--- src/rtl/ahb_decoder_pkg.sv ---
// Shared AHB-Lite encodings and helpers for the address decoder and its default slave.
package ahb_pkg;

    localparam logic [1:0] HTRANS_IDLE   = 2'b00;
    localparam logic [1:0] HTRANS_BUSY   = 2'b01;
    localparam logic [1:0] HTRANS_NONSEQ = 2'b10;
    localparam logic [1:0] HTRANS_SEQ    = 2'b11;

    localparam logic HRESP_OKAY  = 1'b0;
    localparam logic HRESP_ERROR = 1'b1;

    typedef enum logic [1:0] {
        DSEL_NONE = 2'd0,
        DSEL_RAM  = 2'd1,
        DSEL_ROM  = 2'd2
    } dsel_t;

    typedef enum logic [1:0] {
        DFLT_IDLE = 2'd0,
        DFLT_ERR1 = 2'd1,
        DFLT_ERR2 = 2'd2
    } dflt_state_t;

    // Unsigned offset compare also rejects addresses below base (they wrap high).
    function automatic logic in_region(input logic [31:0] addr,
                                       input logic [31:0] base,
                                       input logic [31:0] size);
        logic [31:0] off;
        off = addr - base;
        return (off < size);
    endfunction

    function automatic logic [7:0] sat_inc8(input logic [7:0] v);
        return (v == 8'hFF) ? v : v + 8'd1;
    endfunction

endpackage

--- src/rtl/ahb_decoder_if.sv ---
// Bus-side signals between the AHB-Lite master, ahb_mux and the address decoder.
interface ahb_decoder_if;

    logic [31:0] haddr;
    logic [1:0]  htrans;
    logic        hready_mux;
    logic        hresp_mux;
    logic        hsel_inst;
    logic        hsel_data;
    logic        muxsel;
    logic        hready;
    logic        hresp;

    modport master (
        output haddr, htrans, hready_mux, hresp_mux,
        input  hsel_inst, hsel_data, muxsel, hready, hresp
    );

    modport slave (
        input  haddr, htrans, hready_mux, hresp_mux,
        output hsel_inst, hsel_data, muxsel, hready, hresp
    );

endinterface

--- src/rtl/ahb_default_slave.sv ---
// Default slave for unmapped addresses: two-cycle ERROR response plus error capture.
module ahb_default_slave
    import ahb_pkg::*;
(
    input  logic        clk,
    input  logic        n_rst,
    input  logic        accept_unmapped,
    input  logic [31:0] haddr,
    output logic        hready_dflt,
    output logic        hresp_dflt,
    output logic [31:0] err_addr,
    output logic [7:0]  err_count
);

    dflt_state_t state_q;
    logic        hready_q;
    logic        hresp_q;
    logic [31:0] err_addr_q;
    logic [7:0]  err_count_q;

    // accept_unmapped can only be high in IDLE or ERR2, where the slave drives hready=1.
    always_ff @(posedge clk or negedge n_rst) begin
        if (!n_rst) begin
            state_q     <= DFLT_IDLE;
            hready_q    <= 1'b1;
            hresp_q     <= HRESP_OKAY;
            err_addr_q  <= '0;
            err_count_q <= '0;
        end else begin
            case (state_q)
                DFLT_IDLE: begin
                    if (accept_unmapped) begin
                        state_q  <= DFLT_ERR1;
                        hready_q <= 1'b0;
                        hresp_q  <= HRESP_ERROR;
                    end
                end
                DFLT_ERR1: begin
                    state_q  <= DFLT_ERR2;
                    hready_q <= 1'b1;
                    hresp_q  <= HRESP_ERROR;
                end
                DFLT_ERR2: begin
                    if (accept_unmapped) begin
                        state_q  <= DFLT_ERR1;
                        hready_q <= 1'b0;
                        hresp_q  <= HRESP_ERROR;
                    end else begin
                        state_q  <= DFLT_IDLE;
                        hready_q <= 1'b1;
                        hresp_q  <= HRESP_OKAY;
                    end
                end
                default: begin
                    state_q  <= DFLT_IDLE;
                    hready_q <= 1'b1;
                    hresp_q  <= HRESP_OKAY;
                end
            endcase

            if (accept_unmapped) begin
                err_addr_q  <= haddr;
                err_count_q <= sat_inc8(err_count_q);
            end
        end
    end

    assign hready_dflt = hready_q;
    assign hresp_dflt  = hresp_q;
    assign err_addr    = err_addr_q;
    assign err_count   = err_count_q;

endmodule

--- src/rtl/ahb_decoder.sv ---
// AHB-Lite address decoder: ROM/RAM selects, data-phase owner register and final
// hready/hresp mux including the default slave.
module ahb_decoder
    import ahb_pkg::*;
#(
    parameter logic [31:0] ROM_BASE = 32'h0000_0000,
    parameter logic [31:0] ROM_SIZE = 32'h0000_8000,
    parameter logic [31:0] RAM_BASE = 32'h2000_0000,
    parameter logic [31:0] RAM_SIZE = 32'h0001_0000
) (
    input  logic         clk,
    input  logic         n_rst,
    ahb_decoder_if.slave bus,
    output logic [31:0]  err_addr,
    output logic [7:0]   err_count
);

    logic  rom_hit;
    logic  ram_hit;
    logic  trans_valid;
    logic  accept;
    logic  accept_unmapped;
    logic  hready_dflt;
    logic  hresp_dflt;
    dsel_t dsel_q;
    dsel_t dsel_d;

    assign rom_hit     = in_region(bus.haddr, ROM_BASE, ROM_SIZE);
    assign ram_hit     = in_region(bus.haddr, RAM_BASE, RAM_SIZE) & ~rom_hit;
    assign trans_valid = (bus.htrans == HTRANS_NONSEQ) || (bus.htrans == HTRANS_SEQ);

    assign bus.hsel_inst = rom_hit;
    assign bus.hsel_data = ram_hit;

    // Final hready doubles as the address-acceptance strobe.
    assign accept          = bus.hready;
    assign accept_unmapped = accept & trans_valid & ~rom_hit & ~ram_hit;

    always_comb begin
        dsel_d = dsel_q;
        if (accept) begin
            if (rom_hit)      dsel_d = DSEL_ROM;
            else if (ram_hit) dsel_d = DSEL_RAM;
            else              dsel_d = DSEL_NONE;
        end
    end

    always_ff @(posedge clk or negedge n_rst) begin
        if (!n_rst) dsel_q <= DSEL_NONE;
        else        dsel_q <= dsel_d;
    end

    assign bus.muxsel = (dsel_q == DSEL_ROM);

    // The only combinational path from ahb_mux is this pass-through.
    assign bus.hready = (dsel_q == DSEL_NONE) ? hready_dflt : bus.hready_mux;
    assign bus.hresp  = (dsel_q == DSEL_NONE) ? hresp_dflt  : bus.hresp_mux;

    ahb_default_slave u_dflt (
        .clk             (clk),
        .n_rst           (n_rst),
        .accept_unmapped (accept_unmapped),
        .haddr           (bus.haddr),
        .hready_dflt     (hready_dflt),
        .hresp_dflt      (hresp_dflt),
        .err_addr        (err_addr),
        .err_count       (err_count)
    );

endmodule

--- src/flat_wrapper.sv ---
// flat-port wrapper written by rule: the top's interface ports become plain ports
module ahb_decoder_flat import ahb_pkg::*;
#(
    parameter logic [31:0] ROM_BASE = 32'h0000_0000,
    parameter logic [31:0] ROM_SIZE = 32'h0000_8000,
    parameter logic [31:0] RAM_BASE = 32'h2000_0000,
    parameter logic [31:0] RAM_SIZE = 32'h0001_0000
)
  (clk, n_rst, err_addr, err_count, bus_haddr, bus_htrans, bus_hready_mux, bus_hresp_mux, bus_hsel_inst, bus_hsel_data, bus_muxsel, bus_hready, bus_hresp);
  ahb_decoder_if bus_i ();
  input  logic clk;
  input  logic n_rst;
  output logic [31:0] err_addr;
  output logic [7:0] err_count;
  input wire logic [$bits(bus_i.haddr)-1:0] bus_haddr;
  input wire logic [$bits(bus_i.htrans)-1:0] bus_htrans;
  input wire logic [$bits(bus_i.hready_mux)-1:0] bus_hready_mux;
  input wire logic [$bits(bus_i.hresp_mux)-1:0] bus_hresp_mux;
  output wire logic [$bits(bus_i.hsel_inst)-1:0] bus_hsel_inst;
  output wire logic [$bits(bus_i.hsel_data)-1:0] bus_hsel_data;
  output wire logic [$bits(bus_i.muxsel)-1:0] bus_muxsel;
  output wire logic [$bits(bus_i.hready)-1:0] bus_hready;
  output wire logic [$bits(bus_i.hresp)-1:0] bus_hresp;
  assign bus_i.haddr = bus_haddr;
  assign bus_i.htrans = bus_htrans;
  assign bus_i.hready_mux = bus_hready_mux;
  assign bus_i.hresp_mux = bus_hresp_mux;
  assign bus_hsel_inst = bus_i.hsel_inst;
  assign bus_hsel_data = bus_i.hsel_data;
  assign bus_muxsel = bus_i.muxsel;
  assign bus_hready = bus_i.hready;
  assign bus_hresp = bus_i.hresp;
  ahb_decoder #(.ROM_BASE(ROM_BASE), .ROM_SIZE(ROM_SIZE), .RAM_BASE(RAM_BASE), .RAM_SIZE(RAM_SIZE)) u_core (.clk(clk), .n_rst(n_rst), .bus(bus_i), .err_addr(err_addr), .err_count(err_count));
endmodule
--- config.mk ---
export PLATFORM = sky130hd
export DESIGN_NAME = ahb_decoder_flat
export DESIGN_NICKNAME = d
export VERILOG_FILES = /design/src/rtl/ahb_decoder_pkg.sv /design/src/rtl/ahb_decoder_if.sv /design/src/rtl/ahb_default_slave.sv /design/src/rtl/ahb_decoder.sv /design/src/flat_wrapper.sv
export SDC_FILE = /design/constraint.sdc
export NUM_CORES = 1
export LEC_CHECK = 0
export ABC_AREA = 0
export CAP_MARGIN = 20
export CORE_ASPECT_RATIO = 0.7
export CORE_MARGIN = 10
export CORE_UTILIZATION = 45
export DETAILED_ROUTE_END_ITERATION = 7
export PLACE_DENSITY_LB_ADDON = 0.08
export SLEW_MARGIN = 20
export SYNTH_ARGS = -nofsm -noshare
export SYNTH_HDL_FRONTEND = slang
export SYNTH_SLANG_ARGS = --single-unit
--- constraint.sdc ---
create_clock -name clk -period 2.9 [get_ports clk]
set_input_delay 0.29 -clock clk [delete_from_list [all_inputs] [get_ports clk]]
set_output_delay 0.29 -clock clk [all_outputs]
set_load 0.02 [all_outputs]
==> metrics.md <==
| Metric | Value |
|---|---|
| Outcome | finished with violations |
| Failing checks | negative hold slack |
| Final setup fails | 0 |
| Synth top area cells | dfrtp_1 59%, mux2_2 20%, xor2_1 2.3% |
| Crit-path most repeated cell | clkdlybuf4s50_1 |
| Hold Path Class | primary input to asynchronous set/reset pin |
| Hold Vio Cnt, Final | 9 |
| Crit path largest cell delay | 670 ps |
| Pleak | 1.20 nW |
| Critical path fanouts, max | 4 |
| Slew Limit Headroom | about three fifths |
| Cell taking the most area after synthesis | dfrtp_1 |
| Clock root cell | clkbuf_8 |
| Post-route ant nets | 0 |
| Unrepaired setup endpoints after global routing | false |
| Core Area | about 0.0040 mm² |
| Crit path cell chain | clkdlybuf4s50_1 -> nor4_1 -> nand4_1 -> nor2b_1 -> clkdlybuf4s50_1 |
| Post-Place Setup Slack | 179 ps |
| Global route total overflow | 0 |
| Commonest non-fill, non-tap cell in the layout | clkdlybuf4s50_1 |
| H-Tree Depth | 2 |
| Power per Cell Area | about 1100 mW/mm² |
| Mapped cell area | 0.00191 mm² |
| Via count | 1391 |
| Critical path's slowest cell | clkdlybuf4s50_1 |
| Post-DP HPWL | about 3800 µm |
| Post-Route Setup TNS | 0 ps |
| Final-layout fill cell count | 285 |
| Met3 wire length | 514 µm |
| #FFs+latches synth | 46 |
| Mean Syn Cell Area | ~14 µm² |
| Post-synthesis sequential area ratio | 60.2% |
| Proportion of layout cells with a drive suffix above 1 | 22.0% |
| Vias in the first global route | 1512 |
| Post-detailed-routing wire length | 4850 µm |
| Clock slew at reported path FFs | 80 ps |
| Synth top area share | 58.9% |
| Initial Util | 47.6% |
| Slew Viols, Final | 0 |
| Hold-fix buffer count after cts | 0 |
| Tightest Pin Transition | 579 ps |
| WL met2 | 2140 µm |
| Antenna Cells | 0 |
| P&R area growth vs syn | 52.3% |
| Max-Cap Viols | 0 |
| Gpl congestion | 0.785 |
| Worst path bufs/invs | 2 |
| Post-CTS sizing | 0 |
| Row cnt | 19 |
| Final net count | about 270 |
| Highest Signal Layer | met4 |
| First-pass GRT wire length | approximately 8000 µm |
| Via density | 4.99 |
| Worst hold slack | -12.4 ps |
| Unique cell type count in the Yosys netlist | 26 |
| Met1 WL | 2160 µm |
| Fin util | 72.5% |
| Kind of critical path | primary input to primary output |
| Total CTS buffers | 5 |
| Setup Fix Bufs, Post-CTS | 0 |
| CTS tree | built |
| Clk sinks | 46 |
| Router iterations before antenna repair | 4 |
| Final period utilization | 89.2% |
| Final Critical Period | 2590 ps |
| Crit path DAT | between 2000 and 2500 ps |
| Flop-to-flop setup slack | 1000 ps |
| Avg WL per Cell | 17.4 µm |
| Worst Skew | approximately 3.6 ps |
| Worst-case clock buffer depth | 2 |
| Final worst-path setup slack | 312 ps |
| CP Data Required Time | ~2600 ps |
| IO buf count | 81 |
| GRT Util Overall | 13.7% |
| Die width | 97.9 µm |
| Commonest cells after routing, fill and taps aside | 80 x clkdlybuf4s50_1, 45 x dfrtp_1, 34 x mux2_2 |
| Crit path max-delay family | buffers and inverters |
| Max VDD drop | between 0.6 and 0.7 mV |
| Worst-skew pair later-pin latency | 290 ps |
| Drc violations | 0 |
| Pin count of the biggest net entering global routing | 47 |
| Fmax | 386 MHz |
| Number of DRC markers in iteration 0 | 25 |
| Vert. Die Dim | between 70 and 80 µm |
| Critical path endpoint category | primary output |
| Pwr Total | 0.00308 W |
| Synthesized Nets | 180 |
| Die area | 0.00730 mm² |
| I/O pins | 83 |
| Worst setup SP type | primary input |
| Gate Count Post-Synth | 140 |
| Antenna violations before repair | 0 |
| Ys Warns | 0 |
-- final timing paths --
| check | endpoint | startpoint | cells after the start |
|---|---|---|---|
| max reg2reg | u_core.u_dflt.err_addr[31]$_DFFE_PN0N_ | u_core.dsel_q[1]$_DFFE_PN0P_ | 5 |
| min reg2reg | u_core.u_dflt.state_q[1]$_DFFE_PN0P_ | u_core.u_dflt.state_q[1]$_DFFE_PN0P_ | 1 |
| max | bus_hsel_inst | bus_haddr[20] | 5 |
| min in group clk | u_core.u_dflt.state_q[1]$_DFFE_PN0P_ | u_core.u_dflt.state_q[1]$_DFFE_PN0P_ | 1 |
| min | u_core.u_dflt.err_addr[29]$_DFFE_PN0N_ | n_rst | 1 |
| max in group asynchronous | u_core.u_dflt.err_count[5]$_DFFE_PN0P_ | n_rst | 1 |
-- cell usage after synthesis (all sizes together) --
cell type and number:
and2 1, nand3b 1, nor2 10, o21bai 1, o22ai 1, xor2 5
nand4 2, nand3 4, nor4b 1, mux2 34, nand2 4, a21oi 2
inv 3, o221a 1, o221ai 1, a31oi 1, nor3 3, dfstp 1
o21ai 2, ha 2, nor4 5, buf 4, xnor2 2, dfrtp 45
nor2b 4
-- cells by family after synthesis --
group | share of synthesized area (%)
xor+xnor | 3.20
buf+inv | 1.77
mux | 20.0
flops | 60.2
fa+ha+maj | 1.31
compound gates | 3.79
simple gates | 9.68
-- area by class of cell --
type / instances / area, µm² / area share (%)
clock buffers: 8 / 110 / 3.78
inverters: 3 / 11.3 / 0.387
multi-input cells: 87 / 738 / 25.3
flip-flops and latches: 46 / 1150 / 39.6
well taps: 52 / 65.1 / 2.23
repair buffers: 83 / 836 / 28.7
-- layer usage --
layer / vias up / track usage [%]
li1: 670 / -
met1: 664 / 16.2
met2: 53 / 21.4
met3: 4 / 8.23
met4: 0 / 2.89
met5: - / 0
-- metrics by stage --
| step | cell area [µm²] | instances | hold WS, ps |
|---|---|---|---|
| 6_report | 2910 | 279 | -12.4 |
| 4_1_cts | 2910 | 279 | 196 |
| 2_1_floorplan | 1910 | 140 | -5.59 |
| 5_1_grt | 2910 | 279 | 9.01 |
| 3_5_place_dp | 2800 | 271 | 478 |
| 3_3_place_gp | 2800 | 271 | 445 |
-- worst reg2reg max path, cell delays in order (launching register included) --
cell,delay [ps]
dfrtp_1,400
nor2_1,210
nor2b_1,140
o221ai_4,430
buf_4,270
mux2_2,340
-- registers in the layout, indices dropped and copies added (netlist names) --
name and flops:
u_core.u_dflt.state_q 2, u_core.u_dflt.err_count 8, u_core.dsel_q 2, u_core.u_dflt.err_addr 32
u_core.u_dflt.hresp_dflt 1, u_core.u_dflt.hready_dflt 1
-- report_power, final --
part | switching (W) | internal [W] | total (W)
sequential | 0.000176 | 0.000937 | 0.00111
combinational | 0.000714 | 0.000808 | 0.00152
clock | 0.000202 | 0.000241 | 0.000442
Power figures use the tool's default switching activity.
